===== src/rtl/stopwatch_pkg.sv =====
// Shared defaults and sizing helper for the stopwatch block.
package stopwatch_pkg;

   localparam int unsigned CLK_HZ_DEFAULT = 100_000_000;
   localparam int unsigned SEC_W_DEFAULT  = 13;

   // Bits needed to hold prescaler values 0..hz-1; never narrower than one bit.
   function automatic int presc_width(input longint unsigned hz);
      return (hz < 2) ? 1 : $clog2(hz);
   endfunction

endpackage


===== src/rtl/tick_gen.sv =====
// Prescaler that counts CLK_HZ clk cycles and flags the last cycle of each second.
module tick_gen
   import stopwatch_pkg::*;
#(
   parameter int unsigned CLK_HZ = CLK_HZ_DEFAULT
) (
   input  logic clk,
   input  logic rst,
   output logic tick
);

   localparam int              PW   = presc_width(64'(CLK_HZ));
   localparam logic [PW-1:0]   TERM = PW'(CLK_HZ - 1);

   logic [PW-1:0] count;

   // Tick is decoded from the counter register alone, so it is stable for the whole cycle.
   assign tick = (count == TERM);

   // NOTE: sequential state uses non-blocking assignment so every register samples pre-edge values.
   always_ff @(posedge clk) begin
      if (rst)       count <= '0;
      else if (tick) count <= '0;
      else           count <= count + PW'(1);
   end

endmodule


===== src/rtl/stopwatch_top.sv =====
// Elapsed-seconds counter driven by the tick_gen prescaler.
module stopwatch_top
   import stopwatch_pkg::*;
#(
   parameter int unsigned CLK_HZ = CLK_HZ_DEFAULT,
   parameter int unsigned SEC_W  = SEC_W_DEFAULT
) (
   input  logic             clk,
   input  logic             rst,
   output logic [SEC_W-1:0] seconds
);

   logic tick;

   tick_gen #(
      .CLK_HZ(CLK_HZ)
   ) u_tick_gen (
      .clk (clk),
      .rst (rst),
      .tick(tick)
   );

   // Reset wins over a coincident tick; the counter wraps naturally at 2^SEC_W.
   always_ff @(posedge clk) begin
      if (rst)       seconds <= '0;
      else if (tick) seconds <= seconds + SEC_W'(1);
   end

endmodule


===== config.mk =====
export PLATFORM = sky130hd
export DESIGN_NAME = stopwatch_top
export DESIGN_NICKNAME = d
export VERILOG_FILES = /design/src/rtl/stopwatch_pkg.sv /design/src/rtl/tick_gen.sv /design/src/rtl/stopwatch_top.sv
export SDC_FILE = /design/constraint.sdc
export NUM_CORES = 1
export LEC_CHECK = 0
export CORE_UTILIZATION = 55
export DETAILED_ROUTE_END_ITERATION = 6
export GPL_ROUTABILITY_DRIVEN = 0
export PLACE_DENSITY = 0.73
export SLEW_MARGIN = 20
export SYNTH_ARGS = -nofsm -noshare
export SYNTH_HDL_FRONTEND = slang
export SYNTH_SLANG_ARGS = --single-unit

===== constraint.sdc =====
create_clock -name clk -period 2.94 [get_ports clk]
set_input_delay 0.294 -clock clk [delete_from_list [all_inputs] [get_ports clk]]
set_output_delay 0.294 -clock clk [all_outputs]
set_load 0.005 [all_outputs]

==> flow_metrics.tcl, run 1 <==
set metrics [dict create \
    synth_top_area_frac 0.430 \
    boundaryPins 15 \
    synth_top_family_by_area "simple AND/OR/NAND/NOR gates" \
    fin_crit_sh 0.844 \
    rsz0062_at_grt "false" \
    critPathArrivalTime_ps 2700 \
    worstMarginPinSlew_ps 888 \
    clkSlewWorstSetupHoldPaths_ps 120 \
    cp-end-kind "register" \
    postCtsSetupBuffers 0 \
    setup.worst_path.start_class "register" \
    synth_simple_gate_area_frac 0.328 \
    fillers 258 \
    synth_xor_area_frac 0.113 \
    dp_hpwl_mm 2.54 \
    relSlewSlack 0.402 \
    row_count 20 \
    worstPathRequired_ps 3160 \
    synth_edf_count 0 \
    synth_seq_area_share 0.430 \
    grt_usage 0.224 \
    ant_nets 0 \
    synth-adder-area-share 0.0134 \
    max_cap_violations 0 \
    dr.pass1.iters 4 \
    fmax_mhz 403 \
    switchingPower_mw 0.197 \
    synth.most_common_cell "dfxtp_1" \
    cts-htree-levels 2 \
    async_flop_share 0 \
    drive_gt1_frac 0.0773 \
    synth_area_per_cell_um2 8.61 \
    period_minus_slack_ps 2480 \
    die_x_um 60.2 \
    p_sw_frac 0.213 \
    cts_hold_buf 0 \
    combPwrFrac 0.020 \
    clock-root-buffer "clkbuf_4" \
    internal_power_mw 0.729 \
    crit_type "register to register" \
    clk_latency_ps 350 \
    cts_sinks 40 \
    cp_cell_sequence "ha_1 > nand3_1 > nor2_1 > nand3_1 > nand2b_1 > nor2_1" \
    die_y_um 60.2 \
    num_vias 1566 \
    hold_viol 0 \
    synth_compound_area_frac 0.0780 \
    power_density_nw_per_um2 437 \
    clock_path_buffers 2 \
    grt_overflow 0 \
    busiest_layer "met2" \
    io_buffers 14 \
    synthMuxAreaShare 0.0114 \
    dieArea_um2 3620 \
    synth_cell_types 36 \
    antenna_found_initial 0 \
    vdd_drop_max_mv 0.317 \
    use_met3 0.0584 \
    status "finished, final reports clean" \
    power.total_mw 0.926 \
    fin_tns_setup_ps 0 \
    synth_area_leaders "dfxtp_1, nor2_1, xor2_1" \
    grt_use_met1 0.272 \
    wirelength_mm 3.55 \
    ys_warn_count 0 \
    yosysTopAreaCell "dfxtp_1" \
    clkPwrFrac 0.387 \
    drc 0 \
    start_util 0.595 \
    drv_slew 0 \
    syn-num-nets 220 \
    max_stage_delay_ps 630 \
    setup_viol 0 \
    ys_ff_latch 40 \
    clock_skew_ps 13.7 \
    cts_tree "built" \
    dr.first_iter.drc_count 145 \
    grt_pass1_vias 1389 \
    ys.flop_type "dfxtp_1" \
    p_leak_nw 0.707 \
    globalRouteMet2Util 0.383 \
    final_nets 236 \
    grt_pass1_wl_mm 6.01 \
    cts_made_buffers 5 \
    crit_slowest_cell "nand2b_1" \
    synthCells 216 \
    grt_max_degree 24 \
    cts_resized 0 \
    core_area_um2 3130 \
    diodes 0 \
    avgViaCountPerCell 5.65 \
    hp-class "register to register" \
    crit_path_max_fanout 20 \
    syn_to_final_growth_pct 13.8 \
    synth_commonest_cells "dfxtp_1, nor2_1, nand3_1" \
    synth_area_um2 1860 \
    p_seq_frac 0.593 \
    routedWlPerCell_um 12.8 \
]
==> registers in the layout, indices dropped and copies added (netlist names) <==
signal,flops
u_tick_gen.count,27
seconds,13
==> metrics by stage <==
stage / utilization / setup WS [ps] / hold WS (ps) / cell area [µm²] / std cells
final: 0.677 / 459 / 505 / 2120 / 277
after global routing: 0.677 / 217 / 524 / 2120 / 277
after detailed placement: 0.651 / 470 / 486 / 2040 / 269
after CTS: 0.677 / 450 / 509 / 2120 / 277
after floorplan: - / 826 / 430 / 1860 / 216
after global placement: 0.651 / 607 / 441 / 2040 / 269
==> cell type report <==
class / count / area (µm²) / share of cell area
sequential: 40 / 801 / 0.378
inverter: 4 / 15.0 / 0.00709
clock inverter: 3 / 42.5 / 0.0201
tap: 44 / 55.1 / 0.0260
clock buffer: 5 / 37.5 / 0.0177
timing repair buffer: 16 / 155 / 0.0733
multi-input combinational: 165 / 1010 / 0.478
==> logic make-up (layout without fill, tap and decap cells) <==
group,Yosys count,in the layout
AOI/OAI and AO/OA,23,23
xor gates and xnor gates,24,24
adders and majority gates,2,2
buffers and inverters,11,28
DFF,40,40
muxes,2,2
and+or+nand+nor,114,114
==> power groups by stage <==
stage / registers [mW] / logic, mW / clock network (mW)
3_3_place_gp: 0.561 / 0.0178 / 0
3_5_place_dp: 0.561 / 0.0188 / 0
4_1_cts: 0.549 / 0.0188 / 0.364
2_1_floorplan: 0.560 / 0.0131 / 0
5_1_grt: 0.550 / 0.0213 / 0.391
6_report: 0.549 / 0.0185 / 0.359
==> cell usage in the layout, fill, tap and decap left out, types with 8 or more instances in the layout <==
cell type,count
or4_1,8
nand3_1,22
xnor2_1,8
dfxtp_1,40
clkdlybuf4s50_1,14
nand2_1,12
o31ai_1,8
nand4_1,10
xor2_1,16
nor2_1,38
a21oi_1,10
==> worst max-delay path, delay by kind of cell (launching register included) <==
| kind | cells | cell delay, ps |
|---|---|---|
| adders and majority gates | 1 | 250 |
| DFF | 1 | 400 |
| and+or+nand+nor | 5 | 1690 |
==> per-layer routing <==
metal  vias up  wire (µm)
met3         5        155
li1        800          -
met2        30       1770
met5         -          0
met1       731       1570
met4         0         46
==> worst paths after layout <==
kind                        from                  end  slack [ps]  cells after the start
max reg2reg  u_tick_gen.count[0]  u_tick_gen.count[3]         460                      6
max          u_tick_gen.count[0]  u_tick_gen.count[3]         460                      6
min          u_tick_gen.count[0]  u_tick_gen.count[0]         500                      1
min reg2reg  u_tick_gen.count[0]  u_tick_gen.count[0]         500                      1
Power figures use the tool's default switching activity.
==> inputs of run 2 (changes only) <==
CORE_UTILIZATION = 51   (was 55)
PLACE_DENSITY = 0.71   (was 0.73)
clock period = 2.15 ns   (was 2.94 ns; I/O delays follow)
==> run 2 against run 1 <==
Compared with the run above: die area grew 7.6%; via count grew 8.3%; combinational power grew 65%; critical path depth is the same; total power grew 28%; highest routed layer unchanged.
==> flow_metrics.tcl, run 2 (synthesis gave the netlist of run 1 again) <==
set metrics [dict create \
    drive_gt1_frac 0.169 \
    grt_usage 0.225 \
    relSlewSlack 0.613 \
    worstPathRequired_ps 2400 \
    dp_hpwl_mm 2.80 \
    avgViaCountPerCell 5.75 \
    cp-end-kind "register" \
    dp_slack_ps -46.5 \
    routedWlPerCell_um 14.1 \
    status "finished, final reports clean" \
    dp_cells 282 \
    ant_nets 0 \
    clkSlewWorstSetupHoldPaths_ps 120 \
    cts_made_buffers 5 \
    cts_sinks 40 \
    final_nets 252 \
    crit_path_max_fanout 5 \
    start_util 0.545 \
    rsz0062_at_grt "false" \
    hp-class "register to register" \
    boundaryPins 15 \
    cp_cell_sequence "or4b_4 > nor4_4 > buf_6 > nand3_4 > nor4_4 > mux2_2" \
    power_density_nw_per_um2 514 \
    die_y_um 62.4 \
    clk_latency_ps 350 \
    io_buffers 14 \
    core_area_um2 3420 \
    power.total_mw 1.19 \
    setup_viol 0 \
    clock-root-buffer "clkbuf_4" \
    clock_skew_ps 7.51 \
    grt_overflow 0 \
    reg_top3 "u_tick_gen.count (27), seconds (13)" \
    cts_tree "built" \
    max_cap_violations 0 \
    die_x_um 62.4 \
    drc 0 \
    dieArea_um2 3890 \
    fin_crit_sh 0.970 \
    clock_path_buffers 2 \
    cp_num_buf_inv 1 \
    mostFrequentLayoutCells "dfxtp_1, nor2_1, nand3_1, xor2_1" \
    grt_pass1_wl_mm 7.04 \
    crit_type "register to register" \
    row_count 21 \
    fillers 282 \
    dr.first_iter.drc_count 124 \
    largest_register_ff_count 27 \
    diodes 0 \
    fmax_mhz 479 \
    p_leak_nw 0.807 \
    num_vias 1696 \
    antenna_found_initial 0 \
    crit_slowest_cell "or4b_4" \
    hold_viol 0 \
    dr.pass1.iters 4 \
    grt_pass1_vias 1613 \
    largest-register "u_tick_gen.count" \
    drv_slew 0 \
    worst_path_most_repeated_cell "nor4_4" \
    max_stage_delay_ps 540 \
    setup_ws_ps 64.5 \
    period_minus_slack_ps 2090 \
    setup.worst_path.start_class "register" \
    worstMarginPinSlew_ps 575 \
    cpLargestDelayFamily "simple AND/OR/NAND/NOR gates" \
    fin_tns_setup_ps 0 \
    vdd_drop_max_mv 0.406 \
    syn_to_final_growth_pct 24.1 \
    final_cells 295 \
    final_common_cell "dfxtp_1" \
    grt_max_degree 21 \
    critPathArrivalTime_ps 2340 \
    cts-htree-levels 2 \
    wirelength_mm 4.17 \
]
==> run 2: cell count changes in the layout (fill, tap and decap cells not counted), moves of 2 or more <==
| cell | previous run | this run |
|---|---|---|
| nand3_4 | 0 | 3 |
| buf_4 | 2 | 14 |
| or4_1 | 8 | 6 |
| or4_4 | 0 | 2 |
| a21oi_1 | 10 | 8 |
| buf_6 | 0 | 2 |
| a21oi_2 | 0 | 2 |
==> run 2: layout make-up <==
class                      count  area, µm²  area share
timing repair buffer          31        288       0.125
inverter                       4       15.0     0.00650
clock buffer                   6       51.3      0.0222
sequential                    40        802       0.347
tap                           46       57.6      0.0249
multi-input combinational    166       1090       0.470
clock inverter                 2       10.0     0.00433
==> run 2: stage by stage <==
stage          utilization  hold WS [ps]  instance area [µm²]
2_1_floorplan            -           383                 1860
3_3_place_gp         0.625           443                 2130
3_5_place_dp         0.625           458                 2130
4_1_cts              0.658           485                 2250
6_report             0.676           486                 2310
5_1_grt              0.676           515                 2310
==> run 2: final timing paths <==
path	slack [ps]	cells past startpoint	from	to
worst min register to register	490	1	u_tick_gen.count[0]	u_tick_gen.count[0]
worst max register to register	60	6	u_tick_gen.count[19]	seconds[12]
worst min-delay path	490	1	u_tick_gen.count[0]	u_tick_gen.count[0]
worst max-delay path	60	6	u_tick_gen.count[19]	seconds[12]
==> run 2: per-layer routing <==
layer | global-route usage | up-vias | share of wire
li1 | - | 836 | -
met5 | 0 | - | 0
met2 | 0.382 | 53 | 0.50
met1 | 0.273 | 796 | 0.43
met4 | 0.102 | 0 | 0.023
met3 | 0.0456 | 11 | 0.041
==> run 2: timing repair <==
action / CTS / global route
buffers inserted: 3 / 1
hold buffers: 0 / 0
hold endpoints to repair: 0 / 0
pin swaps: 4 / 2
cloned: 0 / 1
gates resized for setup: 5 / 10
endpoints found under the setup margin: 8 / 10
==> run 2: power breakdown <==
part	total, mW	internal, mW	switching (mW)
registers	0.751	0.746	0.00519
clock network	0.406	0.156	0.250
logic	0.0306	0.0119	0.0188
total	1.19	0.913	0.274
==> inputs of run 3 (changes only) <==
CORE_MARGIN = 10   (was unset)
==> run 3 against run 2 <==
Compared with the run above: wire length grew 4.7%; die area up 66%; final cell count rose by 0.34%; utilization increased by 0.90 points; global-route usage decreased by 8.7 points; sequential cell count stayed put; total power increased by 16%; first-iteration DRC count is 8.1% lower; count of clock-buffer cells in the layout is the same.
==> flow_metrics.tcl, run 3 (synthesis gave the netlist of run 1 again) <==
set metrics [dict create \
    power.total_mw 1.38 \
    ant_nets 0 \
    switchingPower_mw 0.279 \
    cts_made_buffers 5 \
    hold_ws_ps 477 \
    period_minus_slack_ps 2050 \
    diodes 0 \
    grt_overflow 0 \
    power_density_nw_per_um2 585 \
    antenna_found_initial 0 \
    grt_pass1_wl_mm 7.25 \
    clkPwrFrac 0.434 \
    cp_cell_sequence "or4b_4 > nor4_4 > buf_6 > nand3_4 > or4_4 > a21oi_2" \
    reg2reg_from "u_tick_gen.count[19]" \
    row_count 21 \
    status "finished, final reports clean" \
    worstMarginPinSlew_ps 532 \
    final_common_cell "dfxtp_1" \
    clock_skew_ps 3.26 \
    drv_slew 0 \
    start_util 0.541 \
    dr.first_iter.drc_count 114 \
    setup.worst_path.start_class "register" \
    clock-root-buffer "clkbuf_8" \
    wirelength_mm 4.37 \
    max_stage_delay_ps 550 \
    internal_power_mw 1.10 \
    hp-class "register to register" \
    crit_slowest_cell "or4_4" \
    grt_pass1_vias 1665 \
    hold_start "u_tick_gen.count[0]" \
    mostFrequentLayoutCells "dfxtp_1, nor2_1, nand3_1, xor2_1, buf_4" \
    dp_hpwl_mm 2.98 \
    reg_top3 "u_tick_gen.count (27), seconds (13)" \
    crit_path_max_fanout 7 \
    cp-end-kind "register" \
    io_buffers 14 \
    largest-register "u_tick_gen.count" \
    p_leak_nw 0.830 \
    hold-path-cell-count 1 \
    routedWlPerCell_um 14.7 \
    max_cap_violations 0 \
    die_x_um 80.4 \
    fillers 285 \
    critPathArrivalTime_ps 2280 \
    avgViaCountPerCell 5.84 \
    boundaryPins 15 \
    core_area_um2 3440 \
    cts_sinks 40 \
    dp_slack_ps -47.8 \
    dieArea_um2 6460 \
    setup_ws_ps 101 \
    clock_path_buffers 2 \
    reg2reg_depth 6 \
    whs_endpoint "u_tick_gen.count[0]" \
    clk_latency_ps 290 \
    hold_viol 0 \
    die_y_um 80.4 \
    largest_register_ff_count 27 \
    fin_crit_sh 0.953 \
    grt_max_degree 21 \
    worstPathRequired_ps 2380 \
    crit_type "register to register" \
    num_vias 1729 \
    drc 0 \
    post-route-util 0.685 \
    combPwrFrac 0.022 \
    drive_gt1_frac 0.168 \
    final_nets 253 \
    crit-reg2reg-capture "seconds[11]" \
    r2r_slack_ps 100 \
    vdd_drop_max_mv 0.418 \
    p_sw_frac 0.202 \
    fmax_mhz 488 \
    grt_usage 0.138 \
    dr.pass1.iters 4 \
    cts_tree "built" \
    rsz0062_at_grt "false" \
    relSlewSlack 0.642 \
    p_seq_frac 0.544 \
    clkSlewWorstSetupHoldPaths_ps 70 \
    setup_viol 0 \
    syn_to_final_growth_pct 26.8 \
    cts-htree-levels 2 \
]
-- run 3: cell count changes in the layout (fill, tap and decap cells not counted), sizes merged --
cell	delta
buf	+1
bufinv	+1
clkinv	-1
-- run 3: final cells by class --
cell class,instances,area (µm²),area share
clock inverters,2,35.0,0.0149
multi-input cells,166,1080,0.458
inverters,4,15.0,0.00637
clock buffers,6,72.6,0.0308
well taps,46,57.6,0.0244
flip-flops and latches,40,802,0.340
repair buffers,32,295,0.125
-- run 3: routing by layer --
layer | up-vias | wire length [µm] | global-route usage
li1 | 843 | - | -
met1 | 839 | 1950 | 0.160
met2 | 36 | 2140 | 0.231
met3 | 11 | 180 | 0.0379
met4 | 0 | 91 | 0.0581
met5 | - | 0 | 0
-- run 3: worst max-delay path, delay by kind of cell (launching register included) --
kind                   cells  cell delay [ps]
flip-flops                 1              330
AO/OA/AOI/OAI              1              140
buffers and inverters      1              170
AND/OR/NAND/NOR            4             1350
-- run 3: worst max-delay path by stage --
| stage | startpoint | end | slack (ps) | cells after the start |
|---|---|---|---|---|
| 2_1_floorplan | u_tick_gen.count[19] | seconds[12] | 40 | 5 |
| 3_3_place_gp | u_tick_gen.count[19] | seconds[12] | -5 | 5 |
| 3_5_place_dp | u_tick_gen.count[19] | seconds[8] | -50 | 5 |
| 4_1_cts | u_tick_gen.count[19] | seconds[7] | 0.8 | 6 |
| 5_1_grt | u_tick_gen.count[19] | seconds[11] | 50 | 6 |
| 6_report | u_tick_gen.count[19] | seconds[11] | 100 | 6 |
-- run 3: what timing repair did --
item                       in CTS  in global routing
gates cloned                    0                  1
hold endpoints to repair        0                  0
setup endpoints to repair       8                  9
buffers inserted                4                  1
gates resized for setup         5                 10
pin swaps                       4                  4
hold buffers                    0                  0
-- run 3: through the flow --
step                      std cells  area (µm²)  TNS (ps)
after CTS                       294        2300         0
final                           296        2360         0
after floorplan                 216        1860         0
after global placement          282        2130     -4.66
after detailed placement        282        2130      -239
after global routing            296        2360         0
-- run 3: power by group through the flow --
stage	clock (mW)	sequential, mW	combinational [mW]
2_1_floorplan	0	0.766	0.0179
3_3_place_gp	0	0.767	0.0288
3_5_place_dp	0	0.768	0.0303
4_1_cts	0.606	0.751	0.0304
5_1_grt	0.639	0.751	0.0345
6_report	0.599	0.751	0.0304
